--- config.mk ---
export PLATFORM = sky130hd
export DESIGN_NAME = pipe_stage_chain
export DESIGN_NICKNAME = d
export VERILOG_FILES = /design/src/rtl/pipe_stage_chain.sv
export SDC_FILE = /design/constraint.sdc
export NUM_CORES = 1
export LEC_CHECK = 0
export CAP_MARGIN = 20
export CORE_MARGIN = 8
export CORE_UTILIZATION = 33
export CTS_CLUSTER_SIZE = 40
export DETAILED_ROUTE_END_ITERATION = 10
export GPL_ROUTABILITY_DRIVEN = 0
export PLACE_DENSITY = 0.51
export SKIP_LAST_GASP = 1
export SLEW_MARGIN = 20
export SYNTH_ARGS = -nofsm -noshare
export SYNTH_HDL_FRONTEND = slang
export SYNTH_SLANG_ARGS = --single-unit
--- constraint.sdc ---
create_clock -name clk -period 5.3 [get_ports clk]
set_input_delay 0.53 -clock clk [delete_from_list [all_inputs] [get_ports clk]]
set_output_delay 0.53 -clock clk [all_outputs]
set_load 0.01 [all_outputs]
--- src/rtl/pipe_stage_chain.sv ---
// ---------------------------------------------------------------------------
// pipe_stage_chain
// Parametrised chain of DEPTH pipeline registers, each stage carrying a
// WIDTH-bit payload plus its own valid bit. It supports a global freeze from
// the hazard unit, a branch flush of the leading FLUSH_DEPTH stages, and
// ready/valid back-pressure from the consumer. With COLLAPSE=1 the chain is
// elastic: upstream stages keep filling bubbles while the output is stalled.
// With COLLAPSE=0 every stage moves in lock-step.
//
// Ports
//   clk        rising-edge clock
//   rst        asynchronous active-low reset
//   in_valid   producer offers in_data
//   in_data    payload entering stage 0
//   in_ready   chain accepts this cycle (combinational)
//   freeze     hold request from the hazard unit
//   flush      discard wrong-path contents of stages 0..FLUSH_DEPTH-1
//   out_valid  valid bit of the last stage (registered)
//   out_data   payload of the last stage (registered)
//   out_ready  consumer accepts this cycle
//   occupancy  number of valid stages (registered)
// ---------------------------------------------------------------------------
module pipe_stage_chain #(
    parameter int WIDTH       = 32,
    parameter int DEPTH       = 4,
    parameter int FLUSH_DEPTH = 1,
    parameter int COLLAPSE    = 1
) (
    input  logic                       clk,
    input  logic                       rst,
    input  logic                       in_valid,
    input  logic [WIDTH-1:0]           in_data,
    output logic                       in_ready,
    input  logic                       freeze,
    input  logic                       flush,
    output logic                       out_valid,
    output logic [WIDTH-1:0]           out_data,
    input  logic                       out_ready,
    output logic [$clog2(DEPTH+1)-1:0] occupancy
);

    localparam int OCC_W = $clog2(DEPTH+1);

    logic [DEPTH-1:0] v_q;
    logic [DEPTH-1:0] v_d;
    logic [WIDTH-1:0] data_q [DEPTH];
    logic [WIDTH-1:0] data_d [DEPTH];
    logic [OCC_W-1:0] occ_q;
    logic [OCC_W-1:0] occ_d;

    logic [DEPTH:0]   rdy;
    logic [DEPTH-1:0] adv;
    logic             stall_out;
    logic             flush_en;
    logic             in_xfer;

    // With FLUSH_DEPTH=0 there is nothing to flush, so the port is inert.
    assign flush_en = (FLUSH_DEPTH > 0) && flush;

    // Readiness ripples from the consumer back toward stage 0. In the
    // elastic chain an empty stage is always ready; in lock-step mode a
    // stalled output stops every stage at once.
    always_comb begin
        rdy        = '0;
        rdy[DEPTH] = out_ready;
        stall_out  = v_q[DEPTH-1] & ~rdy[DEPTH];
        for (int k = DEPTH - 1; k >= 0; k--) begin
            if (COLLAPSE != 0) begin
                rdy[k] = ~v_q[k] | rdy[k+1];
            end else begin
                rdy[k] = ~stall_out;
            end
        end
        adv = rdy[DEPTH-1:0] & {DEPTH{~freeze}};
    end

    always_comb begin
        logic inc;
        inc      = 1'b0;
        v_d      = v_q;
        data_d   = data_q;
        in_xfer  = in_valid & adv[0] & ~flush_en;
        // During flush the input is swallowed even if the chain is frozen.
        in_ready = adv[0] | flush_en;

        if (flush_en) begin
            v_d[0] = 1'b0;
        end else if (adv[0]) begin
            v_d[0] = in_xfer;
            if (in_xfer) begin
                data_d[0] = in_data;
            end
        end

        for (int k = 1; k < DEPTH; k++) begin
            if (flush_en && (k < FLUSH_DEPTH)) begin
                v_d[k] = 1'b0;
            end else if (adv[k]) begin
                // The first surviving stage takes a bubble instead of the
                // wrong-path word sitting in front of it.
                inc    = v_q[k-1] & ~(flush_en && (k == FLUSH_DEPTH));
                v_d[k] = inc;
                if (inc) begin
                    data_d[k] = data_q[k-1];
                end
            end
        end

        occ_d = '0;
        for (int k = 0; k < DEPTH; k++) begin
            occ_d = occ_d + OCC_W'(v_d[k]);
        end
    end

    always_ff @(posedge clk or negedge rst) begin
        if (!rst) begin
            v_q   <= '0;
            occ_q <= '0;
            for (int k = 0; k < DEPTH; k++) begin
                data_q[k] <= '0;
            end
        end else begin
            v_q    <= v_d;
            occ_q  <= occ_d;
            data_q <= data_d;
        end
    end

    assign out_valid = v_q[DEPTH-1];
    assign out_data  = data_q[DEPTH-1];
    assign occupancy = occ_q;

endmodule

==> results.txt, run 1 <==
Mapped Area: 5520 um2
vias in the first global route: 3072
drt initial violations: 70
crit-path max FO: 4
critical path arrival: 2200 ps
core area: 16500 um2
CP required: 4770 ps
#FFs+latches synth: 135
Filler cells: 1533
pin count of the biggest net entering global routing: 83
Worst path depth: 5
Chip Height: 145 um
area of the multi-input gates: 1740 um2
startpoint types: input port
first-pass GRT wire length: 16600 um
DP HPWL: 6210 um
Leakage Power: 3.15 nW
R2R Path End: data_q[76]
Critical Path Slowest Stage Cell: clkdlybuf4s50_1
cells after synthesis: 336
fmax: 0.366 GHz
worst min path class: in2async
CTS tree: yes
GRT Total Usage: 10.0%
final wirelength: 9690 um
Hold Buf Count CTS: 0
crit-path cells: clkdlybuf4s50_1 -> and4b_2 -> a21oi_1 -> or2_2 -> clkdlybuf4s50_1
worst skew pair latency: 400 ps
Layout Skew: 3.94 ps
Root Driver: clkbuf_16
register area: 3380 um2
CP startpoint: out_ready
Via Count: 2698
Ports: 75
syn nets: 377
post-synthesis sequential area ratio: 61.2%
area delta synth->final: 23.1%
vias per cell: 4.37
final net count: 426
Slew Viols, Final: 0
Bufs and invs on worst path: 2
setup slack, reg-to-reg: 3130 ps
initial antenna violation count: 0
synthesized area per cell: 16.4 um2
setup bufs post-CTS: 0
drc violations: 0
Horiz. Die Dim: 145 um
Max Buffers Root-to-Sink: 2
commonest non-fill, non-tap cells in the layout: 135 x dfrtp_1, 95 x mux2_2, 73 x clkdlybuf4s50_1
Initial Util: 33.5%
Placed Area: 6160 um2
reg2reg start: v_q[2]
Final ANT Viol Nets: 0
clock slew at reported path FFs: 50 ps
crit path kind: in2out
Max-slew headroom: 38.6%
CP peak stage delay: 490 ps
H-tree Lvls: 4
GR Overflow Total: 0
post-synth cell types: 25
WL/cell: 15.7 um
worst-margin pin slew: 917 ps
first-pass iteration count of the detailed router: 3
worst vdd ir: 0.000215 V
setup TNS: 0 ps
outcome: complete, no violations
# diodes: 0
crit-path leading delay family: buffers and inverters
Cell Pwr Density: 502 nW/um2
Yosys Warn Count: 0
Die Area: 21100 um2
Critical Path Most Common Cell: clkdlybuf4s50_1
# setup viols final: 0
cell row count: 47
R2R depth: 3
RSZ-0062 raised after global routing: no
# port buffers: 74
Post-CTS Resized: 0
commonest non-fill, non-tap cell in the layout: dfrtp_1
count of clock tree sinks: 135
TritonCTS Buffers: 17
Final Cell Area: 6800 um2
Final Hold Viols: 0
crit end category: output pin
fin crit share: 51.6%
minimum clock period: 2730 ps
max_cap viols: 0
Critical Path End: in_ready
share of cells above drive strength 1: 41.2%
synth_stat cells, drive strengths merged:
cell type	number	area share [%]
nand3b	1	0.20
nand2b	1	0.11
dfrtp	135	61
buf	45	7.1
a211oi	1	0.36
o21ai	6	0.54
nor2b	1	0.11
a21oi	2	0.18
or3	2	0.23
clkbuf	2	0.16
fa	1	0.36
mux2	128	28
nand2	2	0.14
ha	2	0.45
and4b	1	0.20
and3b	1	0.16
nor2	1	0.068
inv	3	0.20
or2	1	0.11
routing by layer:
layer	global-route usage [%]	part of all wire [%]	vias to the layer above	wire (um)
met5	0	0	-	0
met4	4.84	1.7	0	167
met3	3.67	4.6	13	446
met2	15.6	48	50	4690
met1	12.1	45	1395	4380
li1	-	-	1240	-
final cells by class:
| type | instances | area share (%) |
|---|---|---|
| Timing Repair Buffer | 77 | 11.2 |
| Tap cell | 220 | 4.05 |
| Inverter | 3 | 0.166 |
| Clock inverter | 8 | 2.10 |
| Multi-Input combinational cell | 151 | 25.5 |
| Clock buffer | 24 | 7.23 |
| Sequential cell | 135 | 49.7 |
metrics by stage:
| stage | setup WS [ps] | hold WS (ps) | std cells | utilization, % | power (mW) |
|---|---|---|---|---|---|
| after global routing | 2480 | 216 | 618 | 41.3 | 3.61 |
| after CTS | 2540 | 194 | 618 | 41.3 | 3.47 |
| final | 2570 | 154 | 618 | 41.3 | 3.41 |
| after floorplan | 3160 | 234 | 336 | - | 2.00 |
| after global placement | 2390 | 467 | 586 | 37.4 | 2.18 |
| after detailed placement | 2360 | 479 | 586 | 37.4 | 2.21 |
power breakdown:
part           leakage [nW]  total [mW]  internal, mW  switching, mW
Sequential             1.72        1.52          1.35          0.165
Clock                 0.310        1.25         0.835          0.410
Combinational          1.13       0.648         0.458          0.191
Total                  3.15        3.41          2.65          0.766
sequential cells by signal, indices dropped and copies added, names as in the netlist:
name / count
data_q: 96
out_data: 32
v_q: 4
occupancy: 3
kinds of logic after synthesis:
kind of cell / after synthesis / synth area share [%]
buf+inv: 50 / 7.43
flops: 135 / 61.2
simple gates: 11 / 1.34
fa+ha+maj: 3 / 0.816
compound gates: 9 / 1.09
mux: 128 / 28.1
worst min path at each step:
stage	startpoint	end	slack, ps	depth (start not counted)
global route	rst	out_data[24]	220	1
floorplan	rst	data_q[100]	230	0
detailed placement	data_q[101]	data_q[101]	480	1
finish	rst	out_data[24]	150	1
CTS	rst	out_data[24]	190	1
global placement	data_q[101]	data_q[101]	470	1
Note: power is estimated with default switching activity, not from simulation.
==> inputs of run 2 (changes only) <==
Clock period 5.3 ns to 2.8 ns, I/O delays scaled along.
==> run 2 against run 1 <==
Effect of this change:
- worst setup slack worse by 2000 ps
- clock skew hardly changed
- sequential share of layout area is 0.39 points higher
- clock-buffer cell count stayed put
- register-to-register slack worse by 2400 ps
- sequential power is 89% higher
- utilization is 0.32 points lower
- cell area is 0.77% lower
- clock power is 59% higher
- routed wire length is 0.20% higher
==> results.txt, run 2 (synthesis gave the netlist of run 1 again) <==
final net count: 432
first-pass iteration count of the detailed router: 4
pre-CTS setup slack: 319 ps
Final ANT Viol Nets: 0
Slew Viols, Final: 0
GR Overflow Total: 0
non-filler cells in the finished layout: 621
worst vdd ir: 0.000389 V
Cell Pwr Density: 903 nW/um2
Leakage Power: 3.14 nW
sequential power share: 47.1%
met1 Track Usage GR: 12.4%
WL/cell: 15.6 um
CTS tree: yes
Initial Util: 33.5%
core area: 16500 um2
vias per cell: 4.34
fmax: 0.444 GHz
largest register by flop count: data_q
Most Crowded Layer GR: met2
worst min path class: in2async
Final Hold Viols: 0
crit-path cells: and4b_2 -> a21oi_1 -> or2_2 -> clkdlybuf4s50_1
area of the multi-input gates: 1740 um2
DP HPWL: 6360 um
routing usage on met3: 3.64%
setup bufs post-CTS: 0
R2R depth: 6
Filler cells: 1536
commonest non-fill, non-tap cell in the layout: dfrtp_1
Max-slew headroom: 41.3%
minimum clock period: 2250 ps
crit-path max FO: 5
Horiz. Die Dim: 145 um
CP required: 2520 ps
Sw Pwr: 1.41 mW
Root Driver: clkbuf_16
switching share of power: 23.2%
commonest non-fill, non-tap cells in the layout: 135 x dfrtp_1, 95 x mux2_2, 73 x clkdlybuf4s50_1
pin count of the biggest net entering global routing: 76
# setup viols final: 0
clock slew at reported path FFs: 50 ps
count of clock tree sinks: 135
Clk network pwr share: 32.6%
worst-margin pin slew: 881 ps
fin crit share: 80.5%
GRT Total Usage: 9.95%
# port buffers: 74
P_int: 4.68 mW
share of cells above drive strength 1: 40.9%
initial antenna violation count: 0
outcome: complete, no violations
Die Area: 21100 um2
Tot Pwr: 6.09 mW
Via Count: 2696
register area: 3380 um2
vias in the first global route: 3032
Ports: 75
Chip Height: 145 um
Final Cell Area: 6750 um2
critical path arrival: 1970 ps
setup TNS: 0 ps
Max Buffers Root-to-Sink: 2
grt met2 use: 15.2%
area delta synth->final: 22.2%
Layout Skew: 3.92 ps
# diodes: 0
CP peak stage delay: 480 ps
placed insts: 591
cell row count: 47
max_cap viols: 0
RSZ-0062 raised after global routing: no
H-tree Lvls: 4
max FFs per register: 96
startpoint types: flip-flop
drt initial violations: 99
crit path kind: reg2out
crit end category: output pin
worst skew pair latency: 400 ps
Placed Area: 6210 um2
final worst slack: 546 ps
TritonCTS Buffers: 17
first-pass GRT wire length: 16400 um
drc violations: 0
final wirelength: 9700 um
Comb power frac: 20.3%
Critical Path Slowest Stage Cell: clkdlybuf4s50_1
[run 2: power groups by stage]
stage	Clock [mW]	Sequential (mW)	Combinational, mW
after global placement	0	2.89	1.23
after CTS	2.05	2.88	1.26
after detailed placement	0	2.91	1.26
final	1.99	2.87	1.23
after global routing	2.15	2.96	1.34
after floorplan	0	2.80	0.985
[run 2: what timing repair did]
| item | in CTS | in global routing |
|---|---|---|
| setup endpoints to repair | 0 | 0 |
| hold buffers | 1 | 0 |
| resized for setup | 0 | 0 |
| hold endpoints to repair | 72 | 0 |
[run 2: layout make-up]
cell class | count | share of cell area [%]
Timing Repair Buffer | 83 | 12.2
Inverter | 3 | 0.167
Tap cell | 220 | 4.08
Multi-Input combinational cell | 151 | 25.7
Clock buffer | 24 | 6.99
Clock inverter | 5 | 0.742
Sequential cell | 135 | 50.1
[run 2: critical path, delay by kind of cell, from the launching register on]
kind	cells	cell delay, ps
buf+inv	1	480
compound gates	1	100
simple gates	2	590
flops	1	400
[run 2: path summary, 6_finish.rpt]
check                       startpoint  slack (ps)            to
max in group asynchronous          rst        1490    data_q[94]
min reg2reg                data_q[102]         490   data_q[102]
max reg2reg                     v_q[3]         720  occupancy[1]
max                             v_q[3]         550      in_ready
min                                rst         450    data_q[60]
min in group clk            in_data[6]         480   data_q[102]
[run 2: through the flow]
| stage | hold WS [ps] | util, % |
|---|---|---|
| 2_1_floorplan | -15.6 | - |
| 3_3_place_gp | 343 | 37.7 |
| 3_5_place_dp | 351 | 37.7 |
| 4_1_cts | 462 | 41.0 |
| 5_1_grt | 468 | 41.0 |
| 6_report | 450 | 41.0 |
[run 2: per-layer routing]
| layer | vias up | part of all wire (%) | routed length, um |
|---|---|---|---|
| li1 | 1244 | - | - |
| met3 | 8 | 4.0 | 387 |
| met1 | 1392 | 47 | 4550 |
| met5 | - | 0 | 0 |
| met4 | 0 | 1.3 | 125 |
| met2 | 52 | 48 | 4640 |
==> inputs of run 3 (changes only) <==
Clock period 2.8 ns to 2.15 ns, I/O delays scaled along.
==> run 3 against run 2 <==
Effect of this change:
- routed wire length is 0.40% higher
- die area did not move
- flip-flop and latch count unchanged
==> results.txt, run 3 (synthesis gave the netlist of run 1 again) <==
Cell Pwr Density: 1200 nW/um2
# setup viols final: 0
cell row count: 47
R2R depth: 6
Placed Area: 6320 um2
Max Buffers Root-to-Sink: 2
register area: 3380 um2
worst min path class: in2async
Root Driver: clkbuf_16
Layout Skew: 5.01 ps
drc violations: 0
pin count of the biggest net entering global routing: 60
reg2reg start: v_q[1]
Via Count: 2752
share of cells above drive strength 1: 42.9%
area delta synth->final: 26.0%
max FFs per register: 96
setup slack, reg-to-reg: 140 ps
Filler cells: 1504
startpoint types: flip-flop
WHS: 337 ps
clock slew at reported path FFs: 50 ps
RSZ-0062 raised after global routing: no
CTS tree: yes
# port buffers: 74
first-pass GRT wire length: 16400 um
worst vdd ir: 0.000584 V
# diodes: 0
core area: 16500 um2
H-tree Lvls: 4
worst-margin pin slew: 571 ps
GR Overflow Total: 0
Tot Pwr: 8.36 mW
commonest non-fill, non-tap cells in the layout: 135 x dfrtp_1, 95 x mux2_2, 72 x clkdlybuf4s50_1
Final Hold Viols: 0
commonest non-fill, non-tap cell in the layout: dfrtp_1
minimum clock period: 2010 ps
CP required: 2450 ps
final wirelength: 9740 um
setup TNS: 0 ps
setup bufs post-CTS: 0
grt met2 use: 15.3%
fin crit share: 93.4%
vias per cell: 4.37
non-filler cells in the finished layout: 630
Final ANT Viol Nets: 0
WL/cell: 15.5 um
GRT Total Usage: 10.0%
TritonCTS Buffers: 17
crit path kind: reg2reg
R2R Path End: occupancy[1]
drt initial violations: 57
vias in the first global route: 3080
Leakage Power: 3.23 nW
Slew Viols, Final: 0
count of clock tree sinks: 135
crit end category: flip-flop
Chip Height: 145 um
DP HPWL: 6440 um
final net count: 438
Final Cell Area: 6960 um2
routing usage on met3: 4.10%
Horiz. Die Dim: 145 um
crit-path max FO: 3
Max-slew headroom: 62.0%
largest register by flop count: data_q
outcome: complete, no violations
fmax: 0.498 GHz
Ports: 75
first-pass iteration count of the detailed router: 4
placed insts: 597
area of the multi-input gates: 1740 um2
met1 Track Usage GR: 12.1%
max_cap viols: 0
Most Crowded Layer GR: met2
worst skew pair latency: 410 ps
Initial Util: 33.5%
Die Area: 21100 um2
initial antenna violation count: 0
critical path arrival: 2310 ps
==> run 3: changes by cell type in the layout (fill, tap and decap cells not counted), sizes merged, moves of 2 or more <==
cell	previous run	this run
bufinv	1	3
clkinv	4	2
clkinvlp	0	2
buf	9	15
==> run 3: worst max-delay path, stage by stage (launching register included) <==
cell and delay [ps]:
dfrtp_1 390, and4b_2 250, o21ai_0 210, a21oi_2 110, fa_1 480, ha_1 190
ha_1 260
==> run 3: what timing repair did <==
action                                 4_1_cts  5_1_grt
endpoints found under the hold margin       56        0
hold buffers                                 1        0
setup endpoints to repair                    1        1
resized for setup                            1        1
==> run 3: routing by layer <==
layer  share of wire (%)  routed length, um  vias to the layer above
met5                   0                  0                        -
met4                 1.9                184                        0
met2                  48               4700                       51
met3                 4.9                481                       15
met1                  45               4380                     1430
li1                    -                  -                     1256
==> run 3: area by class of cell <==
cell class / count / share of cell area (%)
well taps: 220 / 3.96
inverters: 3 / 0.162
clock inverters: 7 / 1.65
flip-flops and latches: 135 / 48.6
clock buffers: 25 / 7.27
repair buffers: 89 / 13.4
multi-input cells: 151 / 25.0
==> run 3: worst max-delay path by stage <==
stage | start | end | slack [ps] | cells after the start
floorplan | v_q[3] | occupancy[1] | 160 | 6
global placement | out_ready | occupancy[1] | -190 | 7
detailed placement | out_ready | occupancy[1] | -210 | 7
CTS | v_q[3] | in_ready | 110 | 5
global route | v_q[1] | occupancy[1] | 30 | 6
finish | v_q[1] | occupancy[1] | 140 | 6
==> run 3: per-stage QoR <==
step | setup slack, ps | utilization [%]
2_1_floorplan | 163 | -
3_3_place_gp | -190 | 38.4
3_5_place_dp | -208 | 38.4
4_1_cts | 111 | 42.2
5_1_grt | 32.7 | 42.2
6_report | 141 | 42.2
==> run 3: where the power goes <==
group / switching, mW / internal [mW] / leakage [nW]
Combinational: 0.478 / 1.15 / 1.21
Sequential: 0.399 / 3.34 / 1.72
Clock: 1.02 / 1.97 / 0.299
Total: 1.90 / 6.46 / 3.23
